<file path="src/rtl/ibex_avalon_pkg.sv">
// Shared types and constants for the Ibex req/gnt to Avalon-MM bridge.
package ibex_avalon_pkg;

    localparam logic [1:0] AVM_RESP_OKAY   = 2'b00;
    localparam logic [1:0] AVM_RESP_SLVERR = 2'b10;
    localparam logic [1:0] AVM_RESP_DECERR = 2'b11;

    typedef struct packed {
        logic is_write;
        logic posted;
    } txn_entry_t;

    function automatic logic resp_is_err(input logic [1:0] resp);
        return resp != AVM_RESP_OKAY;
    endfunction

endpackage

</file>
<file path="src/rtl/ibex_avalon_txn_fifo.sv">
// In-order FIFO of in-flight transactions; head is the oldest entry.
module ibex_avalon_txn_fifo
    import ibex_avalon_pkg::*;
#(
    parameter int DEPTH = 4,
    parameter int CW    = $clog2(DEPTH + 1)
) (
    input  logic          clk_i,
    input  logic          rst_ni,
    input  logic          push_i,
    input  txn_entry_t    push_data_i,
    input  logic          pop_i,
    output txn_entry_t    head_o,
    output logic [CW-1:0] count_o,
    output logic          full_o,
    output logic          empty_o
);

    localparam int PW = (DEPTH > 1) ? $clog2(DEPTH) : 1;

    txn_entry_t    r_mem [DEPTH];
    logic [PW-1:0] r_wr_ptr;
    logic [PW-1:0] r_rd_ptr;
    logic [CW-1:0] r_count;

    logic w_push;
    logic w_pop;

    function automatic logic [PW-1:0] ptr_next(input logic [PW-1:0] p);
        return (p == PW'(DEPTH - 1)) ? '0 : p + 1'b1;
    endfunction

    assign full_o  = (r_count == CW'(DEPTH));
    assign empty_o = (r_count == '0);
    assign count_o = r_count;
    assign head_o  = r_mem[r_rd_ptr];

    assign w_push = push_i & ~full_o;
    assign w_pop  = pop_i & ~empty_o;

    always_ff @(posedge clk_i) begin
        if (w_push) begin
            r_mem[r_wr_ptr] <= push_data_i;
        end
    end

    always_ff @(posedge clk_i or negedge rst_ni) begin
        if (!rst_ni) begin
            r_wr_ptr <= '0;
            r_rd_ptr <= '0;
            r_count  <= '0;
        end else begin
            if (w_push) r_wr_ptr <= ptr_next(r_wr_ptr);
            if (w_pop)  r_rd_ptr <= ptr_next(r_rd_ptr);
            case ({w_push, w_pop})
                2'b10:   r_count <= r_count + 1'b1;
                2'b01:   r_count <= r_count - 1'b1;
                default: r_count <= r_count;
            endcase
        end
    end

endmodule

</file>
<file path="src/rtl/ibex_avalon_bridge.sv">
// Ibex req/gnt/rvalid port to Avalon-MM pipelined master with in-order completion.
// Optional response watchdog enabled by defining IBEX_AVALON_BRIDGE_TIMEOUT_EN.
module ibex_avalon_bridge
    import ibex_avalon_pkg::*;
#(
    parameter int AW              = 32,
    parameter int DW              = 32,
    parameter int MAX_OUTSTANDING = 4,
    parameter int WRITE_RESP      = 1,
    parameter int TIMEOUT_CYCLES  = 1024,
    localparam int BW             = DW / 8,
    localparam int CW             = $clog2(MAX_OUTSTANDING + 1)
) (
    input  logic          clk_i,
    input  logic          rst_ni,
    input  logic          req_i,
    input  logic          we_i,
    input  logic [BW-1:0] be_i,
    input  logic [AW-1:0] addr_i,
    input  logic [DW-1:0] wdata_i,
    output logic          gnt_o,
    output logic          rvalid_o,
    output logic          err_o,
    output logic [DW-1:0] rdata_o,
    output logic          avm_read_o,
    output logic          avm_write_o,
    output logic [AW-1:0] avm_address_o,
    output logic [BW-1:0] avm_byteenable_o,
    output logic [DW-1:0] avm_writedata_o,
    input  logic          avm_waitrequest_i,
    input  logic          avm_readdatavalid_i,
    input  logic [DW-1:0] avm_readdata_i,
    input  logic [1:0]    avm_response_i,
    input  logic          avm_writeresponsevalid_i,
    output logic [CW-1:0] outstanding_o,
    output logic          protocol_err_o
);

    txn_entry_t    w_head;
    txn_entry_t    w_push_data;
    logic [CW-1:0] w_count;
    logic          w_full;
    logic          w_empty;
    logic          w_can_issue;
    logic          w_pop;

    logic          r_rvalid;
    logic          r_err;
    logic [DW-1:0] r_rdata;
    logic          r_perr;

    // One-deep holding slot for a response that arrives while a posted write is at the head.
    logic          r_pend_valid;
    logic          r_pend_is_write;
    logic [1:0]    r_pend_resp;
    logic [DW-1:0] r_pend_rdata;

    logic w_in_valid;
    logic w_in_live;
    logic w_in_is_write;
    logic w_both;
    logic w_eff_valid;
    logic w_eff_is_write;
    logic [1:0]    w_eff_resp;
    logic [DW-1:0] w_eff_rdata;
    logic w_head_posted;
    logic w_eff_consumed;
    logic w_rsp_pop;
    logic w_rsp_unexp;
    logic w_mismatch;
    logic w_pend_ovf;
    logic w_timeout;

`ifdef IBEX_AVALON_BRIDGE_TIMEOUT_EN
    localparam int TW = $clog2(TIMEOUT_CYCLES + 1);

    logic [TW-1:0] r_wdog;
    logic [CW-1:0] r_orphan;
    logic          w_in_orphan;

    assign w_can_issue = ({1'b0, w_count} + {1'b0, r_orphan}) < (CW + 1)'(MAX_OUTSTANDING);
    assign w_in_orphan = w_in_valid & (r_orphan != '0);
    assign w_in_live   = w_in_valid & ~w_in_orphan;
    assign w_timeout   = ~w_empty & ~w_head_posted & ~w_eff_valid
                       & (r_wdog == TW'(TIMEOUT_CYCLES - 1));

    always_ff @(posedge clk_i or negedge rst_ni) begin
        if (!rst_ni) begin
            r_wdog   <= '0;
            r_orphan <= '0;
        end else begin
            if (w_pop || w_empty) begin
                r_wdog <= '0;
            end else if (!w_head_posted) begin
                r_wdog <= r_wdog + 1'b1;
            end
            case ({w_timeout, w_in_orphan})
                2'b10:   r_orphan <= r_orphan + 1'b1;
                2'b01:   r_orphan <= r_orphan - 1'b1;
                default: r_orphan <= r_orphan;
            endcase
        end
    end
`else
    assign w_can_issue = (w_count < CW'(MAX_OUTSTANDING));
    assign w_in_live   = w_in_valid;
    assign w_timeout   = 1'b0;
`endif

    assign avm_read_o       = req_i & ~we_i & w_can_issue;
    assign avm_write_o      = req_i &  we_i & w_can_issue;
    assign gnt_o            = (avm_read_o | avm_write_o) & ~avm_waitrequest_i;
    assign avm_address_o    = addr_i;
    assign avm_byteenable_o = be_i;
    assign avm_writedata_o  = wdata_i;

    assign w_push_data.is_write = we_i;
    assign w_push_data.posted   = we_i & (WRITE_RESP == 0);

    ibex_avalon_txn_fifo #(
        .DEPTH (MAX_OUTSTANDING),
        .CW    (CW)
    ) u_txn_fifo (
        .clk_i       (clk_i),
        .rst_ni      (rst_ni),
        .push_i      (gnt_o),
        .push_data_i (w_push_data),
        .pop_i       (w_pop),
        .head_o      (w_head),
        .count_o     (w_count),
        .full_o      (w_full),
        .empty_o     (w_empty)
    );

    // Simultaneous strobes: the read wins and the write strobe is dropped.
    assign w_in_valid    = avm_readdatavalid_i | avm_writeresponsevalid_i;
    assign w_in_is_write = ~avm_readdatavalid_i;
    assign w_both        = avm_readdatavalid_i & avm_writeresponsevalid_i;

    assign w_eff_valid    = r_pend_valid | w_in_live;
    assign w_eff_is_write = r_pend_valid ? r_pend_is_write : w_in_is_write;
    assign w_eff_resp     = r_pend_valid ? r_pend_resp     : avm_response_i;
    assign w_eff_rdata    = r_pend_valid ? r_pend_rdata    : avm_readdata_i;

    assign w_head_posted  = ~w_empty & w_head.posted;
    assign w_eff_consumed = ~w_head_posted & w_eff_valid;
    assign w_rsp_pop      = w_eff_consumed & ~w_empty;
    assign w_rsp_unexp    = w_eff_consumed & w_empty;
    assign w_mismatch     = w_rsp_pop & (w_head.is_write != w_eff_is_write);
    assign w_pend_ovf     = r_pend_valid & ~w_eff_consumed & w_in_live;
    assign w_pop          = w_head_posted | w_rsp_pop | w_timeout;

    always_ff @(posedge clk_i or negedge rst_ni) begin
        if (!rst_ni) begin
            r_rvalid        <= 1'b0;
            r_err           <= 1'b0;
            r_rdata         <= '0;
            r_perr          <= 1'b0;
            r_pend_valid    <= 1'b0;
            r_pend_is_write <= 1'b0;
            r_pend_resp     <= AVM_RESP_OKAY;
            r_pend_rdata    <= '0;
        end else begin
            r_rvalid <= w_pop;
            r_err    <= w_timeout | (w_rsp_pop & (resp_is_err(w_eff_resp) | w_mismatch));
            if (w_rsp_pop && !w_eff_is_write) begin
                r_rdata <= w_eff_rdata;
            end
            if (w_rsp_unexp || w_mismatch || w_both || w_pend_ovf) begin
                r_perr <= 1'b1;
            end
            if ((r_pend_valid && w_eff_consumed) ||
                (!r_pend_valid && w_in_live && w_head_posted)) begin
                r_pend_valid    <= w_in_live;
                r_pend_is_write <= w_in_is_write;
                r_pend_resp     <= avm_response_i;
                r_pend_rdata    <= avm_readdata_i;
            end
        end
    end

    assign rvalid_o       = r_rvalid;
    assign err_o          = r_err;
    assign rdata_o        = r_rdata;
    assign outstanding_o  = w_count;
    assign protocol_err_o = r_perr;

endmodule

</file>
<file path="config.mk">
export PLATFORM = sky130hd
export DESIGN_NAME = ibex_avalon_bridge
export DESIGN_NICKNAME = d
export VERILOG_FILES = /design/src/rtl/ibex_avalon_pkg.sv /design/src/rtl/ibex_avalon_txn_fifo.sv /design/src/rtl/ibex_avalon_bridge.sv
export SDC_FILE = /design/constraint.sdc
export NUM_CORES = 1
export LEC_CHECK = 0
export CORE_MARGIN = 3
export CORE_UTILIZATION = 33
export DETAILED_ROUTE_END_ITERATION = 10
export PLACE_DENSITY = 0.69
export REMOVE_ABC_BUFFERS = 1
export SETUP_SLACK_MARGIN = 0.05
export SLEW_MARGIN = 20
export SYNTH_ARGS = -nofsm -noshare
export SYNTH_HDL_FRONTEND = slang
export SYNTH_SLANG_ARGS = --single-unit
</file>
<file path="constraint.sdc">
create_clock -name clk_i -period 2.7 [get_ports clk_i]
set_input_delay 0.54 -clock clk_i [delete_from_list [all_inputs] [get_ports clk_i]]
set_output_delay 0.54 -clock clk_i [all_outputs]
set_load 0.01 [all_outputs]
</file>
==> results.txt, run 1 <==
The flow ran to the end, and the final reports show no timing, DRC or antenna violations. The antenna violation net count after detailed routing came out at 0. The shortest period the worst path allows is 2.34 ns.

In the layout the commonest cells are sky130_fd_sc_hd__mux2_2, sky130_fd_sc_hd__clkdlybuf4s50_1, sky130_fd_sc_hd__dfrtp_1, sky130_fd_sc_hd__clkbuf_16. The count of endpoints failing hold in the final timing report came out at 0. After detailed routing, the number of remaining DRC violations is 0.

The source of the worst register-to-register timing path is u_txn_fifo.count_o[2]. For this configuration, the core starts out at a cell density of 34.2%. The overall die area is 14000 µm². The net count of the finished layout is 448.

The required time at the endpoint of the critical path came out at 2.16 ns. The routed wire length per instance came out at 20.4 µm. Hold repair after CTS inserted 0 buffers.

The share of synthesized area spent on multiplexers is 28.6%. The relative contribution of the clock network to total power came out at 33.6%. For this run, the number of Yosys warnings is 0.

Adding up every negative setup slack in the final design gives 0 ns. The worst setup margin is 0.360 ns. The portion of the clock cycle consumed by the worst path in the final layout came out at 86.7%. For the final database, setup skew stands at 0.00514 ns. Counting every instance in the synthesized netlist gives 314. The tree is rooted in a sky130_fd_sc_hd__clkbuf_16. The maximum resistive drop on vdd is 0.000487 V. The post-CTS resize count is 0. Entering global routing, the biggest net connects 74 pins.

The via density per instance is 4.66. The worst-path maximum fanout came out at 6. The count of filler cells inserted in the layout came out at 1172.

Ranked by total cell area, the synthesized netlist is headed by sky130_fd_sc_hd__dfrtp_1, sky130_fd_sc_hd__mux2_2, sky130_fd_sc_hd__buf_4. Summing every instance area after synthesis gives 4160 µm². The core area is 12200 µm².

The count of buffers from port buffering came out at 81. Across all register-to-register paths, the minimum setup slack is 0.74 ns. The first-pass iteration count of the detailed router is 4. In this run the worst hold path is classified as in2async. The signal on the critical path passes through clkdlybuf4s50_1 -> inv_1 -> nor2_1 -> clkdlybuf4s50_1. The dominant delay contributor by cell family on the critical path is buffers and inverters. The final standard cell count with taps included and fillers excluded is 505. At the pin with the least slew margin, the transition time is 0.861 ns.

The category of the worst setup path launch point is an input pin. The overall routing resource usage came out at 15.1%. CTS built an H-tree with a depth of 3. The floorplan row count is 40.

The area added between synthesis and finish came out at 20.3%. Summed over its instances, the top area cell type makes up 46.9% of the synthesized netlist area. The clock latency at the later pin of the worst-skew pair is 0.34 ns. The largest single stage delay on the critical path is 0.56 ns. The aggregate routed wire length came out at 10.3 mm. The simple-gate share of the synthesized area is 2.47%. After detailed placement, the design holds a cell count of 489.

The clock transition at the registers of the reported paths is 0.05 ns. The highest clock rate came out at 0.427 GHz. The slowest stage of the critical path is the sky130_fd_sc_hd__clkdlybuf4s50_1 cell. The critical path contains buffers and inverters numbering 3 combined.

The number of flip-flops and latches in the synthesized netlist is 82. Measured against its own limit, the worst slew margin works out to 42.6%. The data arrival time at the worst-slack endpoint came out at 1.80 ns.

The capture point of the worst reg-to-reg path is u_txn_fifo.count_o[2]. The number of violations of the max-capacitance limit came out at 0. The power share of the combinational group is 27.6%. No sink is reached through more buffers than the 2 on the longest clock path.

The path type of the worst setup path is in2out. The part of the power in registers came out at 38.9%. Power spread over the standard cell area amounts to 831 nW/µm².

The total overflow left after global routing is 0. Before CTS, the worst setup slack after placement is 0.176 ns. The ratio of cells with drive above 1 in the final layout is 37.7%. After synthesis, the largest family of logic cells by area is multiplexers.

The number of antenna violations at the first check in global routing is 0. The wire length of the first global-routing pass came out at 15.4 mm. The number of antenna diodes in the final layout is 0. Among the stages of the critical path, the cell type that occurs most often is sky130_fd_sc_hd__clkdlybuf4s50_1. The number of top-level design ports is 218.

The via count of the first global-routing pass came to 2423. The number of buffers inserted during clock tree synthesis is 9. The fraction of synthesized cell area in xor and xnor cells came out at 0.632%. Of the total synthesized cell area, the portion taken by full adders, half adders and majority gates is 2.29%.

Power comes to 4160 µW. The switching portion of total power is 25.9%. The number of DRC markers after the initial detailed-route iteration came out at 113. The number of buffers inserted to repair setup after CTS is 0. The via total after detailed routing is 2353. The kind of end point of the critical path is an output pin. The global placement routability congestion is 0.770.

The total count of max-transition violations in the final report came out at 0. TritonCTS built the clock tree. Setup repair after global routing left no endpoint under its margin. For this design, the sink count on the clock tree is 82. The count of different cell masters after synthesis came out at 28. The estimated wirelength of the detail-placed design came out at 7.94 mm. The synthesized netlist devotes 1.47% of its cell area to compound gates.

A synthesized cell averages 13.2 µm². The cell-internal power is 3080 µW. The final-report setup violation count came out at 0.

The sequential cell area fraction in the yosys report is 49.8%. The net switching power figure is 1080 µW. The horizontal extent of the die is 118 µm. sky130_fd_sc_hd__dfrtp_1 takes more of the synthesized area than any other cell. The share of the core filled with cells came out at 41.2%.

The most common cell after layout, fill and taps aside is sky130_fd_sc_hd__mux2_2. For the worst flop-to-flop path, the logic depth is 10. The reported leakage power is 0.00215 µW. The height of the die is 118 µm.
## how the worst max path moves through the flow
stage | startpoint | endpoint | slack (ns) | depth (start not counted)
6_report | we_i | avm_write_o | 0.36 | 4
5_1_grt | we_i | avm_write_o | 0.27 | 4
4_1_cts | we_i | avm_write_o | 0.36 | 4
3_5_place_dp | avm_readdatavalid_i | u_txn_fifo.count_o[2] | 0.18 | 9
3_3_place_gp | avm_readdatavalid_i | u_txn_fifo.count_o[2] | 0.28 | 9
2_1_floorplan | r_pend_valid | u_txn_fifo.count_o[2] | -0.70 | 8
## kinds of logic (layout without fill, tap and decap cells)
group | Yosys count | after routing
muxes | 105 | 105
buffers and inverters | 88 | 111
DFF | 82 | 82
and+or+nand+nor | 21 | 21
AOI/OAI and AO/OA | 8 | 8
adders and majority gates | 7 | 7
xor gates and xnor gates | 3 | 3
## per-layer routing
metal	up-vias	track usage, %	wire length [µm]	part of all wire [%]
met5	-	1.47	0	0
met4	0	6.81	241	2.3
met3	16	13.8	2010	20
met2	145	19.3	4150	40
met1	1154	17.0	3890	38
li1	1038	-	-	-
## power groups by stage
stage / sequential, µW / combinational (µW) / clock [µW]
detailed placement: 1640 / 1170 / 0
global route: 1650 / 1250 / 1500
floorplan: 1700 / 474 / 0
global placement: 1620 / 1140 / 0
finish: 1620 / 1150 / 1400
CTS: 1620 / 1170 / 1440
## cells in the mapped netlist
cell type	number
sky130_fd_sc_hd__mux2_2	102
sky130_fd_sc_hd__dfrtp_1	78
sky130_fd_sc_hd__buf_4	68
sky130_fd_sc_hd__buf_2	8
sky130_fd_sc_hd__inv_1	8
sky130_fd_sc_hd__nor2_1	8
sky130_fd_sc_hd__ha_1	6
sky130_fd_sc_hd__and2_1	4
sky130_fd_sc_hd__edfxtp_1	4
sky130_fd_sc_hd__a21oi_1	3
sky130_fd_sc_hd__nor3_1	3
sky130_fd_sc_hd__buf_6	2
sky130_fd_sc_hd__clkbuf_1	2
sky130_fd_sc_hd__mux2i_1	2
sky130_fd_sc_hd__nand2_1	2
sky130_fd_sc_hd__xor2_1	2
sky130_fd_sc_hd__a2111o_1	1
sky130_fd_sc_hd__a2111oi_0	1
sky130_fd_sc_hd__and3_1	1
sky130_fd_sc_hd__fa_1	1
sky130_fd_sc_hd__mux4_2	1
sky130_fd_sc_hd__nand2b_1	1
sky130_fd_sc_hd__o211a_1	1
sky130_fd_sc_hd__o21a_1	1
sky130_fd_sc_hd__o31a_1	1
sky130_fd_sc_hd__or2_2	1
sky130_fd_sc_hd__or3_1	1
sky130_fd_sc_hd__xnor2_1	1
## sequential cells by signal, indices dropped and copies added (netlist names)
name and flops:
u_txn_fifo.count_o 3, u_txn_fifo.r_wr_ptr 2, r_pend_rdata 32, r_pend_resp 2, r_pend_valid 1, u_txn_fifo.r_rd_ptr 2
protocol_err_o 1, rdata_o 32, r_pend_is_write 1, err_o 1, rvalid_o 1, u_txn_fifo.r_mem 4
## per-stage QoR
| step | instance area, µm² | hold slack [ns] |
|---|---|---|
| after floorplan | 3580 | 0.244 |
| after global placement | 4660 | 0.457 |
| after detailed placement | 4660 | 0.457 |
| after CTS | 5000 | 0.351 |
| after global routing | 5000 | 0.383 |
| final | 5000 | 0.309 |
## worst reg2reg max path: cells and delay by family (launching register included)
| kind | cells | cell delay (ns) |
|---|---|---|
| and+or+nand+nor | 3 | 0.34 |
| xor gates and xnor gates | 2 | 0.31 |
| DFF | 1 | 0.44 |
| buffers and inverters | 3 | 0.26 |
| adders and majority gates | 2 | 0.54 |
## cell type report
class                           count  area [µm²]  share of cell area [%]
Clock buffer                       13         282                    5.62
Clock inverter                      3        67.6                    1.35
Inverter                            8        30.0                   0.600
Multi-Input combinational cell    144        1480                    29.5
Sequential cell                    82        2070                    41.4
Tap cell                          168         210                    4.20
Timing Repair Buffer               87         866                    17.3
Note: power is estimated with default switching activity, not from simulation.
==> run 2: changes to the inputs <==
==> constraint.sdc (replaced) <==
create_clock -name clk_i -period 2.4 [get_ports clk_i]
set_input_delay 0.48 -clock clk_i [delete_from_list [all_inputs] [get_ports clk_i]]
set_output_delay 0.48 -clock clk_i [all_outputs]
set_load 0.01 [all_outputs]
==> results.txt, run 2 (synthesized netlist as in run 1, its figures left out) <==
The worst setup path is captured at an output pin. The launch point of the critical path is req_i. The worst register-to-register path begins at u_txn_fifo.count_o[0]. The count of buffers from port buffering came out at 81.

For the pin with the worst max-slew slack, the measured transition is 0.577 ns. The remaining routing DRC violations came out at 0. The ratio of cells with drive above 1 in the final layout is 37.8%. The library cell used most frequently in the layout, excluding fill and tap cells, is sky130_fd_sc_hd__mux2_2.

The clock latency at the later pin of the worst-skew pair is 0.33 ns. The number of buffers inserted to repair setup after CTS is 0. The antenna violation net count after detailed routing came out at 0. By startpoint and endpoint, the worst setup path is classified as in2out. In this run the core area contains 40 standard-cell rows. The area added between synthesis and finish is 19.7%. The worst slack at placement came out at 0.0194 ns. The relative slew slack came out at 61.5%.

The initial cell density of the core is 34.2%. The count of filler cells inserted in the layout is 1165. For this block, the via count after detailed routing is 2369. The pin count of the biggest net entering global routing came out at 74.

The number of buffers inserted by hold repair at cts came out at 0. The analysis attributes to cell leakage a power of 0.00215 µW. The number of antenna violations at the first check in global routing is 0.

The number of top-level design ports is 218. The wire length of the first global-routing pass came out at 15.2 mm. Leaving out fill and tap cells, the most frequent cells in the layout are sky130_fd_sc_hd__mux2_2, sky130_fd_sc_hd__clkdlybuf4s50_1, sky130_fd_sc_hd__dfrtp_1, sky130_fd_sc_hd__clkbuf_16. Setup slack closes at 0.165 ns.

The H-tree was split into 3 levels. Clock tree synthesis inserted a total of 9 buffers. The clock passes through at most 2 buffers.

The horizontal extent of the die is 118 µm. Clock tree synthesis selected as its root buffer the cell sky130_fd_sc_hd__clkbuf_16. The clock transition at the registers of the reported paths is 0.06 ns. The clock net in this run drives a total of 82 sinks. The shortest period the worst path allows is 2.24 ns.

The class of the worst hold path is in2async. The first-pass iteration count of the detailed router is 4. The die covers 14000 µm². The number of violations of the max-capacitance limit is 0. The count of endpoints failing hold in the final timing report came out at 0.

The power per unit of standard cell area came out at 889 nW/µm². For this run, the total global-route usage over all layers was measured as 14.8%. STA puts the critical path data required time at 1.92 ns.

In this run the standard cell core region covers 12200 µm². The final design instance area without fill is 4980 µm². Setup repair after global routing left no endpoint under its margin. The via density per instance came out at 4.67. The portion of the clock cycle consumed by the worst path in the final layout is 93.1%. The final net count is 450. The overflow left after global routing is 0. From bottom edge to top edge, the die measures 118 µm. The flow ran to the end, and the final reports show no timing, DRC or antenna violations. The data arrival time at the worst-slack endpoint is 1.76 ns. The estimated wirelength of the detail-placed design is 7.92 mm. On the final layout, the worst clock skew is 0.00626 ns. The global placement routability congestion came out at 0.741. The worst setup path is launched from an input pin.

TritonCTS built the clock tree. The final-report setup violation count came out at 0. After the first detailed-routing iteration, the DRC count stood at 93. The via count of the first global-routing pass is 2470. The aggregate routed wire length came out at 10.3 mm. The placed standard-cell area is 4700 µm². The number of antenna diodes in the final layout is 0.

The total count of max-transition violations in the final report was 0. The highest clock rate is 0.447 GHz. The maximum resistive drop on vdd came out at 0.000374 V. The post-CTS resize count came out at 0.

The worst-path maximum fanout is 3. The routed wire length per instance came out at 20.3 µm.
==> run 2: cell types whose count changed in the layout (fill, tap and decap cells not counted) <==
| cell | change |
|---|---|
| sky130_fd_sc_hd__buf_12 | +2 |
| sky130_fd_sc_hd__bufinv_16 | -2 |
| sky130_fd_sc_hd__clkinv_2 | +2 |
| sky130_fd_sc_hd__clkbuf_1 | +1 |
| sky130_fd_sc_hd__clkbuf_16 | -1 |
| sky130_fd_sc_hd__clkbuf_8 | +1 |
| sky130_fd_sc_hd__clkinvlp_4 | -1 |
==> run 2: metrics by stage <==
step                setup TNS, ns  total power, µW  utilization, %  hold slack (ns)  cells
finish                          0             4430            40.9            0.140    507
detailed placement              0             3180            38.6            0.479    491
global placement                0             3130            38.6            0.481    491
CTS                             0             4520            40.9            0.155    507
global route                    0             4680            40.9            0.174    507
floorplan                  -30.59             2450               -            0.184    234
==> run 2: cell type report <==
| class | count | area [µm²] | share of cell area [%] |
|---|---|---|---|
| clock buffer | 14 | 274 | 5.50 |
| clock inverter | 2 | 10.0 | 0.201 |
| sequential | 82 | 2070 | 41.6 |
| tap | 168 | 210 | 4.22 |
| multi-input combinational | 144 | 1480 | 29.6 |
| inverter | 8 | 30.0 | 0.603 |
| timing repair buffer | 89 | 906 | 18.2 |
==> run 2: worst paths after layout <==
| path | end | slack, ns | depth (start not counted) |
|---|---|---|---|
| setup / recovery | gnt_o | 0.16 | 4 |
| hold / removal | r_pend_rdata[2] | 0.14 | 1 |
| setup reg to reg | u_txn_fifo.count_o[2] | 0.58 | 8 |
| hold reg to reg | r_pend_rdata[21] | 0.50 | 1 |
| max in group asynchronous | r_pend_rdata[27] | 1.63 | 2 |
| min in group clk_i | r_pend_rdata[21] | 0.50 | 1 |
==> run 2: routing by layer <==
layer  vias to the layer above  share of wire [%]  global-route usage [%]
met4                         0                1.6                    5.27
met5                         -                  0                    1.47
met3                        13                 18                    13.3
met1                      1164                 39                    16.4
li1                       1058                  -                       -
met2                       134                 41                    19.8
==> run 2: critical path, cell delays in order <==
cell,delay (ns)
sky130_fd_sc_hd__clkdlybuf4s50_1,0.45
sky130_fd_sc_hd__nand2b_1,0.08
sky130_fd_sc_hd__nor2_1,0.16
sky130_fd_sc_hd__clkdlybuf4s50_1,0.57
==> run 2: power breakdown <==
part	switching [µW]	internal (µW)
registers	165	1650
clock network	518	783
logic	508	805
==> run 3: changes to the inputs <==
==> constraint.sdc (replaced) <==
create_clock -name clk_i -period 2.2 [get_ports clk_i]
set_input_delay 0.44 -clock clk_i [delete_from_list [all_inputs] [get_ports clk_i]]
set_output_delay 0.44 -clock clk_i [all_outputs]
set_load 0.01 [all_outputs]
==> results.txt, run 3 (synthesized netlist as in run 1, its figures left out) <==
At the worst endpoint, the required time is 1.76 ns. The overall die area is 14000 µm². In the final layout, the share of cells above drive strength 1 is 39.4%. The diode insertion count for antenna repair is 0.

Once routing completed, OpenROAD measured the worst setup slack at 0.155 ns. The remaining routing DRC violations is 0. The final design instance area without fill came out at 5080 µm². The maximum buffer depth of the clock tree is 2. The total count of max-transition violations in the final report came to 0. The kind of end point of the critical path is an output pin. The total number of clock tree sinks is 82.

The final standard cell count with taps included and fillers excluded came out at 511. The net count of the finished layout is 455. Setup repair after global routing left no endpoint under its margin. The worst-path maximum fanout is 3. The number of antenna violations at the first check in global routing came out at 0. The post-route total power came out at 5120 µW. The estimated wirelength of the detail-placed design came out at 8.13 mm. The placed standard-cell area is 4730 µm². The initial cell density of the core is 34.2%. The via total after detailed routing came out at 2390. The first-pass iteration count of the detailed router came out at 4. The via count of the first global-routing pass came out at 2505. In this run the clock root is driven by a sky130_fd_sc_hd__clkbuf_16. The number of buffers inserted during clock tree synthesis is 9.

The setup skew after layout is 0.00560 ns. The count of buffers from port buffering is 81. The reported leakage power came out at 0.00221 µW. The core area came out at 12200 µm². The number of buffers inserted by hold repair at cts is 0. The category of the worst setup path launch point is an input pin. The number of violations of the max-capacitance limit came out at 0. The cell depth of the worst flop-to-flop path is 8. The run finished with clean final reports. The setup slack of the worst register-to-register path is 0.34 ns.

Prior to clock tree synthesis, the placed netlist has a worst setup slack of -0.0810 ns. The sequential cell area is 2070 µm². Of the available clock period, the critical path in the final layout requires 93.0%. The path type of the worst setup path is in2out. The clock transition at the registers of the reported paths came out at 0.06 ns. In this run, the number of DRC markers left after iteration 0 of detailed routing was 65. The power per unit of standard cell area is 1010 nW/µm². The area of combinational cells with multiple inputs is 1480 µm². Global routing finished with a remaining overflow of 0. The area added between synthesis and finish came out at 22.1%. The startpoint identified for the worst register-to-register timing path is r_pend_valid. The wire length of the first global-routing pass came out at 15.4 mm. For the pin with the worst max-slew slack, the measured transition is 0.354 ns. The worst hold slack across all endpoints is 0.0358 ns.

In this run the number of H-tree levels came out at 3. The maximum resistive drop on vdd is 0.000479 V. The library cell used most frequently in the layout, excluding fill and tap cells, is sky130_fd_sc_hd__mux2_2.

The count of endpoints failing hold in the final timing report came out at 0. The floorplan row count is 40. After detailed routing, the number of vias per cell comes to 4.68. The routed wire length per instance is 20.2 µm. The global placement routability congestion is 0.759. In this run the tightest slew margin relative to its limit is 75.8%. The capture point of the worst reg-to-reg path is u_txn_fifo.count_o[2]. The number of top-level design ports came out at 218. The clock latency at the later pin of the worst-skew pair came out at 0.33 ns. Setup violations remaining at the end of the flow were counted as 0. The height of the die is 118 µm. The number of buffers inserted to repair setup after CTS came out at 0. The count of filler cells inserted in the layout is 1179. Leaving out fill and tap cells, the most frequent cells in the layout are sky130_fd_sc_hd__mux2_2, sky130_fd_sc_hd__clkdlybuf4s50_1, sky130_fd_sc_hd__dfrtp_1, sky130_fd_sc_hd__buf_4, sky130_fd_sc_hd__clkbuf_16. The data arrival time at the worst-slack endpoint is 1.61 ns. In this run, placement finished with an instance count of 496.

The shortest period the worst path allows came out at 2.05 ns. The die is 118 µm wide. The aggregate routed wire length came out at 10.3 mm. The highest clock rate came out at 0.489 GHz. TritonCTS built the clock tree.

The class of the worst hold path is in2async. Global routing consumed, over all layers together, 14.8% of the routing resources. The antenna violation net count after detailed routing is 0. Entering global routing, the biggest net connects 41 pins.
[run 3: cell count changes in the layout (fill, tap and decap cells not counted), sizes merged]
cell	delta
buf	+5
clkbuf	-4
bufinv	+3
clkdlybuf4s50	-2
clkinv	-1
clkinvlp	+1
dlygate4sd2	+1
dlymetal6s2s	+1
[run 3: repair_timing]
item                                    in CTS  in global routing
resized for setup                            1                  2
pin swaps                                    0                  0
endpoints found under the setup margin       1                  2
[run 3: layout make-up]
type	instances	area share, %
multi-input cells	144	29.1
inverters	8	0.591
well taps	168	4.14
clock inverters	5	2.02
flip-flops and latches	82	40.9
repair buffers	94	18.6
clock buffers	10	4.71
[run 3: critical path, stage by stage]
cell and delay, ns:
sky130_fd_sc_hd__clkdlybuf4s50_1 0.45, sky130_fd_sc_hd__nand2b_1 0.08, sky130_fd_sc_hd__nor2_1 0.09, sky130_fd_sc_hd__clkdlybuf4s50_1 0.54
[run 3: worst max path at each step]
stage	cells after the start	to	start	slack [ns]
floorplan	8	u_txn_fifo.count_o[2]	r_pend_valid	-1.20
global placement	9	u_txn_fifo.count_o[2]	avm_writeresponsevalid_i	-0.004
detailed placement	9	u_txn_fifo.count_o[2]	avm_readdatavalid_i	-0.08
CTS	4	avm_write_o	we_i	0.13
global route	4	avm_read_o	req_i	0.06
finish	4	avm_read_o	req_i	0.15
[run 3: where the power goes]
part | internal (µW) | switching (µW)
Clock | 1130 | 575
Combinational | 882 | 551
Sequential | 1800 | 180
[run 3: metal layers]
metal  global-route usage, %  routed length, µm  vias to the layer above
met5                    3.68                 69                        -
met2                    19.6               4310                      142
li1                        -                  -                     1054
met3                    15.0               2020                       10
met4                    3.08                 69                        4
met1                    16.5               3850                     1180
[run 3: stage by stage]
stage | TNS [ns] | util (%)
finish | 0 | 41.7
global route | 0 | 41.7
CTS | 0 | 41.7
detailed placement | -0.0810 | 38.9
global placement | -0.00431 | 38.9
floorplan | -42.08 | -
